**src/rtl/poli_horner_if.sv**
```systemverilog
// poli_horner_if: handshake and data bundle between a poli_horner evaluator and its requester
// Signals: inicio/pronto start and acknowledge requests, X evaluation point, COEF packed coefficients (COEF[k*WIDTH +: WIDTH] multiplies X^k),
//          Resultado result, LED result valid, ocupado busy, estouro sticky overflow
interface poli_horner_if #(
    parameter int WIDTH = 16,
    parameter int GRAU  = 2
);
    logic                      inicio;
    logic                      pronto;
    logic [WIDTH-1:0]          X;
    logic [(GRAU+1)*WIDTH-1:0] COEF;
    logic [WIDTH-1:0]          Resultado;
    logic                      LED;
    logic                      ocupado;
    logic                      estouro;
    modport master (output inicio, pronto, X, COEF, input Resultado, LED, ocupado, estouro);
    modport slave  (input inicio, pronto, X, COEF, output Resultado, LED, ocupado, estouro);
endinterface

```
**src/rtl/poli_horner.sv**
```systemverilog
// poli_horner: Horner-rule polynomial evaluator, one multiply-accumulate step per clock, inicio/pronto handshake
// Ports: ck rising-edge clock; rst asynchronous active-low reset;
//        bus (poli_horner_if.slave): inicio, pronto, X, COEF in; Resultado, LED, ocupado, estouro out (all registered)
// Option: define POLI_SAT_EN for saturating steps; otherwise steps wrap modulo 2^WIDTH
module poli_horner #(
    parameter int WIDTH = 16,
    parameter int GRAU  = 2
) (
    input  logic          ck,
    input  logic          rst,
    poli_horner_if.slave  bus
);
    localparam int IW = (GRAU < 2) ? 1 : $clog2(GRAU);
    typedef enum logic [1:0] {OCIOSO, CALC, FIM} state_t;
    state_t                  r_state, w_next;
    logic [WIDTH-1:0]        r_x, r_acc, r_res, w_coef, w_step;
    logic [GRAU*WIDTH-1:0]   r_c;
    logic [IW-1:0]           r_i;
    logic                    r_ovf, r_led, r_ocu, w_led, w_ocu, w_ov;
    logic [2*WIDTH-1:0]      w_prod;
    logic [WIDTH:0]          w_sum;
    assign w_prod = {{WIDTH{1'b0}}, r_acc} * {{WIDTH{1'b0}}, r_x};
    assign w_coef = r_c[r_i*WIDTH +: WIDTH];
    assign w_sum  = {1'b0, w_prod[WIDTH-1:0]} + {1'b0, w_coef};
    assign w_ov   = (|w_prod[2*WIDTH-1:WIDTH]) | w_sum[WIDTH];
`ifdef POLI_SAT_EN
    assign w_step = w_ov ? '1 : w_sum[WIDTH-1:0];
`else
    assign w_step = w_sum[WIDTH-1:0];
`endif
    always_ff @(posedge ck or negedge rst) begin
        if (!rst) r_state <= OCIOSO;
        else      r_state <= w_next;
    end
    // pronto is only looked at in FIM, so a simultaneous inicio there is dropped
    always_comb begin
        w_next = r_state;
        unique case (r_state)
            OCIOSO:  w_next = bus.inicio ? CALC : OCIOSO;
            CALC:    w_next = (r_i == '0) ? FIM : CALC;
            FIM:     w_next = bus.pronto ? OCIOSO : FIM;
            default: w_next = OCIOSO;
        endcase
    end
    // decoded from the next state so the flags can be registered without a cycle of lag
    always_comb begin
        w_led = (w_next == FIM);
        w_ocu = (w_next == CALC);
    end
    // the top coefficient goes straight into acc, so only the lower GRAU words are kept
    always_ff @(posedge ck or negedge rst) begin
        if (!rst) begin
            r_x   <= '0;
            r_c   <= '0;
            r_acc <= '0;
            r_i   <= '0;
            r_res <= '0;
            r_ovf <= 1'b0;
            r_led <= 1'b0;
            r_ocu <= 1'b0;
        end else begin
            r_led <= w_led;
            r_ocu <= w_ocu;
            if (r_state == OCIOSO && bus.inicio) begin
                r_x   <= bus.X;
                r_c   <= bus.COEF[GRAU*WIDTH-1:0];
                r_acc <= bus.COEF[GRAU*WIDTH +: WIDTH];
                r_i   <= IW'(GRAU-1);
                r_ovf <= 1'b0;
            end else if (r_state == CALC) begin
                r_acc <= w_step;
                r_i   <= r_i - 1'b1;
                r_ovf <= r_ovf | w_ov;
                if (r_i == '0) r_res <= w_step;
            end
        end
    end
    assign bus.Resultado = r_res;
    assign bus.LED       = r_led;
    assign bus.ocupado   = r_ocu;
    assign bus.estouro   = r_ovf;
endmodule

```
**src/flat_wrapper.sv**
```systemverilog
// flat-port wrapper written by rule: the top's interface ports become plain ports
module poli_horner_flat 
#(
    parameter int WIDTH = 16,
    parameter int GRAU  = 2
)
  (ck, rst, bus_inicio, bus_pronto, bus_X, bus_COEF, bus_Resultado, bus_LED, bus_ocupado, bus_estouro);
  poli_horner_if #(.WIDTH(WIDTH), .GRAU(GRAU)) bus_i ();
  input  logic ck;
  input  logic rst;
  input wire logic [$bits(bus_i.inicio)-1:0] bus_inicio;
  input wire logic [$bits(bus_i.pronto)-1:0] bus_pronto;
  input wire logic [$bits(bus_i.X)-1:0] bus_X;
  input wire logic [$bits(bus_i.COEF)-1:0] bus_COEF;
  output wire logic [$bits(bus_i.Resultado)-1:0] bus_Resultado;
  output wire logic [$bits(bus_i.LED)-1:0] bus_LED;
  output wire logic [$bits(bus_i.ocupado)-1:0] bus_ocupado;
  output wire logic [$bits(bus_i.estouro)-1:0] bus_estouro;
  assign bus_i.inicio = bus_inicio;
  assign bus_i.pronto = bus_pronto;
  assign bus_i.X = bus_X;
  assign bus_i.COEF = bus_COEF;
  assign bus_Resultado = bus_i.Resultado;
  assign bus_LED = bus_i.LED;
  assign bus_ocupado = bus_i.ocupado;
  assign bus_estouro = bus_i.estouro;
  poli_horner #(.WIDTH(WIDTH), .GRAU(GRAU)) u_core (.ck(ck), .rst(rst), .bus(bus_i));
endmodule
```
**config.mk**
```make
export PLATFORM = sky130hd
export DESIGN_NAME = poli_horner_flat
export DESIGN_NICKNAME = d
export VERILOG_FILES = /design/src/rtl/poli_horner_if.sv /design/src/rtl/poli_horner.sv /design/src/flat_wrapper.sv
export SDC_FILE = /design/constraint.sdc
export NUM_CORES = 1
export LEC_CHECK = 0
export CORE_ASPECT_RATIO = 0.9
export CORE_MARGIN = 3
export CORE_UTILIZATION = 55
export DETAILED_ROUTE_END_ITERATION = 12
export PLACE_DENSITY = 0.72
export SETUP_SLACK_MARGIN = 0.1
export SYNTH_ARGS = -nofsm -noshare
export SYNTH_HDL_FRONTEND = slang
export SYNTH_SLANG_ARGS = --single-unit
```
**constraint.sdc**
```tcl
create_clock -name ck -period 8.6 [get_ports ck]
set_input_delay 0.86 -clock ck [delete_from_list [all_inputs] [get_ports ck]]
set_output_delay 0.86 -clock ck [all_outputs]
set_load 0.02 [all_outputs]
```
### Word level (Yosys, flattened, before mapping)

Index checks and enable logic that the tools add are counted.
W data, S select, Z words.

* output and inout bits: 19
* word-level logic and storage cells: 36
* register bits after elaboration: 86
* input bits: 68

* multiply operators: 1
* eq/ne operators: 4
* reduce and logical (&&, ||, !) cells: 5
* add/subtract/negate cells: 2
* shifts and indexed selects: 1
* mux-type cells: 10
* bitwise gates (word level): 4

Operator list (count)
* $mul A16 B16 Y32: 1
* $mux W16: 2
* $shiftx A32 B6 Y16: 1
* $add A16 B16 Y17: 1
* $reduce_or A16 Y1: 1
* $pmux W2 S3: 1
* $mux W1: 5
* $eq A2 B1 Y1 const B: 2
* $eq A2 B2 Y1 const B: 2
* $mux W2: 2
* $reduce_and A3 Y1: 1
* $logic_not A2 Y1: 1
* $not A1 Y1: 2
* $or A1 B1 Y1: 2
* $reduce_bool A2 Y1: 1
* $logic_and A1 B1 Y1: 1
* $sub A1 B1 Y1 const B: 1

### Longest topological paths before layout

* depth after elaboration: 6
* mapped depth: 30
* depth with buffers taken out: 29

### Worst setup path before layout

No wires, ideal clock.

* path type: reg-to-reg
* start point: reg u_core.r_x[1]
* end point: reg u_core.r_ovf (netlist: u_core.bus.estouro)
* path slack: 1656 ps
* period minus slack after synthesis: 6944 ps
* cell stages (with the launch flop): 28
* buffers on the path: 1
* library setup time: 133 ps
* arrival: 6811 ps
* required time: 8467 ps
* cell sequence: dfrtp_1 > clkbuf_1 > nand2_1 > fa_1 > fa_1 > inv_1 > fa_1 > fa_1 > fa_1 > inv_1 > fa_1 > inv_1 > ha_1 > and3_1 > o21ai_0 > a21oi_1 > o21ai_0 > nand2b_1 > xor2_1 > ha_1 > a2111oi_1 > o211ai_1 > nor4_1 > o2111a_1 > o2111ai_1 > a2111o_1 > a2111oi_2 > a31oi_1

* cells in the longest elaborated chain, start to end: 6
* elaborated cells on any way between the ends: 7
* those cells by class: add/sub: 1; mul: 1; mux: 2; bitwise: 2; reduce/logical: 1

RTL lines
* start: declaration: line poli_horner.sv:16 `logic [WIDTH-1:0] r_x, r_acc, r_res, w_coef, w_step;`
* start signal: assignment: line poli_horner.sv:65 `r_x <= bus.X;`
* $mul A16 B16 Y32 (*): line poli_horner.sv:22 `assign w_prod = {{WIDTH{1'b0}}, r_acc} * {{WIDTH{1'b0}}, r_x};`
* $add A16 B16 Y17 / $reduce_or A16 Y1 (equally long branches): line poli_horner.sv:24, poli_horner.sv:25
* $or A1 B1 Y1 (*): line poli_horner.sv:25 `assign w_ov = (|w_prod[2*WIDTH-1:WIDTH]) | w_sum[WIDTH];`
* $or A1 B1 Y1 (*): line poli_horner.sv:73 `r_ovf <= r_ovf | w_ov;`
* $mux W1 (*): line poli_horner.sv:70 `end else if (r_state == CALC) begin`
* $mux W1 (*): line poli_horner.sv:64 `if (r_state == OCIOSO && bus.inicio) begin`
* end signal: assignment: line poli_horner.sv:73
* end: declaration: line poli_horner.sv:19 `logic r_ovf, r_led, r_ocu, w_led, w_ocu, w_ov;`

Every way passes the cells marked *; elsewhere a longest branch is shown, timed or not. The select of a mux whose other input is x is not followed.
A chain may end at the register's enable or synchronous reset.

### Worst setup path after layout

* start point: reg u_core.r_acc[5]
* end point: reg u_core.r_ovf (netlist: u_core.bus.estouro)

* cells in the longest elaborated chain, start to end: 6
* elaborated cells on any way between the ends: 7
* those cells by class: add/sub: 1; mul: 1; mux: 2; bitwise: 2; reduce/logical: 1

RTL lines
* start: declaration: line poli_horner.sv:16
* start signal: assignment: line poli_horner.sv:67 `r_acc <= bus.COEF[GRAU*WIDTH +: WIDTH];`
* start signal: assignment: line poli_horner.sv:71 `r_acc <= w_step;`
* $mul A16 B16 Y32 (*): line poli_horner.sv:22
* $add A16 B16 Y17 / $reduce_or A16 Y1 (equally long branches): line poli_horner.sv:24, poli_horner.sv:25
* $or A1 B1 Y1 (*): line poli_horner.sv:25
* $or A1 B1 Y1 (*): line poli_horner.sv:73
* $mux W1 (*): line poli_horner.sv:70
* $mux W1 (*): line poli_horner.sv:64

Marks and branches as above.

==> flow_metrics.env <==
export IMPL_io_pins=87
export IMPL_final_net_count=1856
export IMPL_arrival_ns=8.00
export IMPL_rows=52
export IMPL_synth_cell_types=64
export IMPL_die_h_um=150
export IMPL_wire_per_inst_um=18.1
export IMPL_tightest_slew_ns=1.16
export IMPL_via_count=9889
export IMPL_whs_ns=0.468
export IMPL_cts_sink_count=86
export IMPL_place_congestion=0.917
export IMPL_cts_max_level=3
export IMPL_clk_latency_ns=0.35
export IMPL_async_reset_ff_share_pct=100
export IMPL_synth_edf_count=0
export IMPL_rsz0062_at_grt="false"
export IMPL_nFillCells=1980
export IMPL_postCtsSetupBuffers=0
export IMPL_fin_util_pct=62.3
export IMPL_final_antenna_net_count=0
export IMPL_yosysWarnings=0
export IMPL_cp_slowest_cell="dfrtp_1"
export IMPL_cts_buffers=9
export IMPL_ys_ff_latch=86
export IMPL_cts_resized_gates=0
export IMPL_postLayoutCellArea_um2=14100
export IMPL_synth_area_um2=12700
export IMPL_cts_path_max_buffers=2
export IMPL_viasPerCell=5.57
export IMPL_portBuffers=86
export IMPL_worst_ep_required_time_ns=8.83
export IMPL_dieWidth_um=166
export IMPL_status="finished, final reports clean"
export IMPL_core_area_um2=22600
export IMPL_antenna_found_initial=1
export IMPL_fin_crit_sh_pct=90.4
export IMPL_cpPeakStageDelay_ns=0.88
export IMPL_grt_pass1_vias=10300
export IMPL_root_buffer="clkbuf_16"
export IMPL_max_cap_viol_count=0
export IMPL_synth_flop_cell="dfrtp_1"
export IMPL_die_area_um2=24900
export IMPL_fmax_mhz=129
export IMPL_track_usage_pct=27.3
export IMPL_crit_top_cell="fa_1"
export IMPL_crit_family="adder cells"
export IMPL_gr_total_overflow=0
export IMPL_grt_start_max_net_pins=87
export IMPL_grt_pass1_wl_um=54200
export IMPL_syn_area_per_cell_um2=8.89
export IMPL_area_growth_synth_to_final_pct=11.0
export IMPL_synth_nets=1808
export IMPL_crit_path_end_kind="register"
export IMPL_seq_area_frac_synth_pct=17.0
export IMPL_hold_buffers=0
export IMPL_synthesis_instances=1425
export IMPL_setup_violations=0
export IMPL_cts_tree="done"
export IMPL_num_antenna_cells=0
export IMPL_dp_hpwl_um=25000
export IMPL_hp_class="register to register"
export IMPL_relSlewSlack_pct=22.4
export IMPL_cp_start_kind="register"
export IMPL_drc_errors=0
export IMPL_drive_above_1_share_pct=4.26
export IMPL_critPathBufInv=2
export IMPL_wirelength_um=32100
export IMPL_tns_ns=0
export IMPL_fin_skew_ns=0.0100
export IMPL_report_final_slew_viol_count=0
export IMPL_clk_pin_slew_worst_paths_ns=0.07
export IMPL_drt_pass1_iterations=6
export IMPL_cp_max_fo=17
export IMPL_crit_type="register to register"
export IMPL_hold_violations=0
export IMPL_place_area_um2=13800
export IMPL_drt_iter0_markers=593
export IMPL_initial_utilization_pct=56.1
export IMPL_fin_crit_ns=7.78
## layer usage
metal / part of all wire (%) / vias up / GRT usage, %
li1: - / 4571 / -
met1: 47 / 4929 / 40.1
met2: 44 / 340 / 42.4
met3: 7.4 / 47 / 5.23
met4: 1.8 / 2 / 6.03
met5: 0.034 / - / 0
## per-stage QoR
step | setup WS, ns | instances
finish | 0.825 | 1775
detailed placement | 0.924 | 1759
global placement | 1.15 | 1759
CTS | 0.882 | 1775
global route | 0.469 | 1775
floorplan | 1.66 | 1425
## logic make-up after synthesis
kind of cell               Yosys count  synth area share, %
AOI/OAI and AO/OA                  165                 8.75
xor gates and xnor gates            27                 1.87
adders and majority gates          315                 42.7
buffers and inverters              277                 8.25
DFF                                 86                 17.0
muxes                               18                 1.60
and+or+nand+nor                    537                 19.9
## final timing paths
path	cells past startpoint	slack, ns	end	from
setup / recovery	25	0.82	u_core.bus.estouro	u_core.r_acc[5]
hold / removal	2	0.47	u_core.r_c[5]	u_core.r_c[5]
setup reg to reg	25	0.82	u_core.bus.estouro	u_core.r_acc[5]
hold reg to reg	2	0.47	u_core.r_c[5]	u_core.r_c[5]
max in group asynchronous	1	7.19	u_core.r_x[7]	rst
min in group asynchronous	1	0.70	u_core.r_c[14]	rst
## placed cells by master (no fill, tap or decap), drive strengths merged, types with 10 or more instances in the layout
cell type and count:
inv 219, a21oi 32, and2 131, a21o 12
xnor2 18, nand2 318, buf 12, nand3 12
o21ai 48, a22oi 15, clkdlybuf4s50 85, nor2 22
fa 195, mux2 18, ha 120, nand2b 10
clkbuf 10, dfrtp 86
## cell type report
type / count / area [µm²] / share of cell area (%)
multi-input combinational: 1062 / 9470 / 67.4
inverter: 217 / 815 / 5.79
tap: 297 / 372 / 2.64
timing repair buffer: 97 / 941 / 6.69
clock buffer: 10 / 229 / 1.63
clock inverter: 6 / 80.1 / 0.570
sequential: 86 / 2150 / 15.3
## synthesized netlist by cell type, types with 15 or more instances
cell | instances | area share [%]
clkbuf_1 | 58 | 1.7
mux2_2 | 18 | 1.6
and2_1 | 131 | 6.5
dfrtp_1 | 86 | 17
inv_1 | 217 | 6.4
fa_1 | 195 | 31
xnor2_1 | 18 | 1.2
ha_1 | 120 | 12
a22oi_1 | 15 | 0.89
nand2_1 | 318 | 9.4
o21ai_0 | 42 | 1.7
a21oi_1 | 32 | 1.3
nor2_1 | 22 | 0.65
## worst register-to-register path, cell delays in order, from the launching register on
cell and delay (ns):
dfrtp_1 0.88, and2_1 0.25, fa_1 0.41, inv_1 0.08, fa_1 0.43, fa_1 0.51, fa_1 0.56, inv_1 0.05
fa_1 0.54, fa_1 0.46, ha_1 0.39, and3_1 0.25, o21ai_0 0.12, a21oi_1 0.22, o21ai_0 0.13, nand2b_1 0.10
xor2_1 0.09, ha_1 0.23, a2111oi_1 0.38, o211ai_1 0.15, nor4_1 0.30, o2111a_1 0.22, o2111ai_1 0.12, a2111o_1 0.32
a2111oi_2 0.35, a31oi_1 0.13
## state kept, by name (all words and copies together), names as in the netlist
name / flops
u_core.r_c: 32
u_core.bus.Resultado: 16
u_core.r_acc: 16
u_core.r_x: 16
u_core.r_state: 2
u_core.bus.LED: 1
u_core.bus.estouro: 1
u_core.bus.ocupado: 1
u_core.r_i: 1
Power is not shown: default switching activity piles up to over one toggle a cycle in this logic, so the estimate is an artifact.
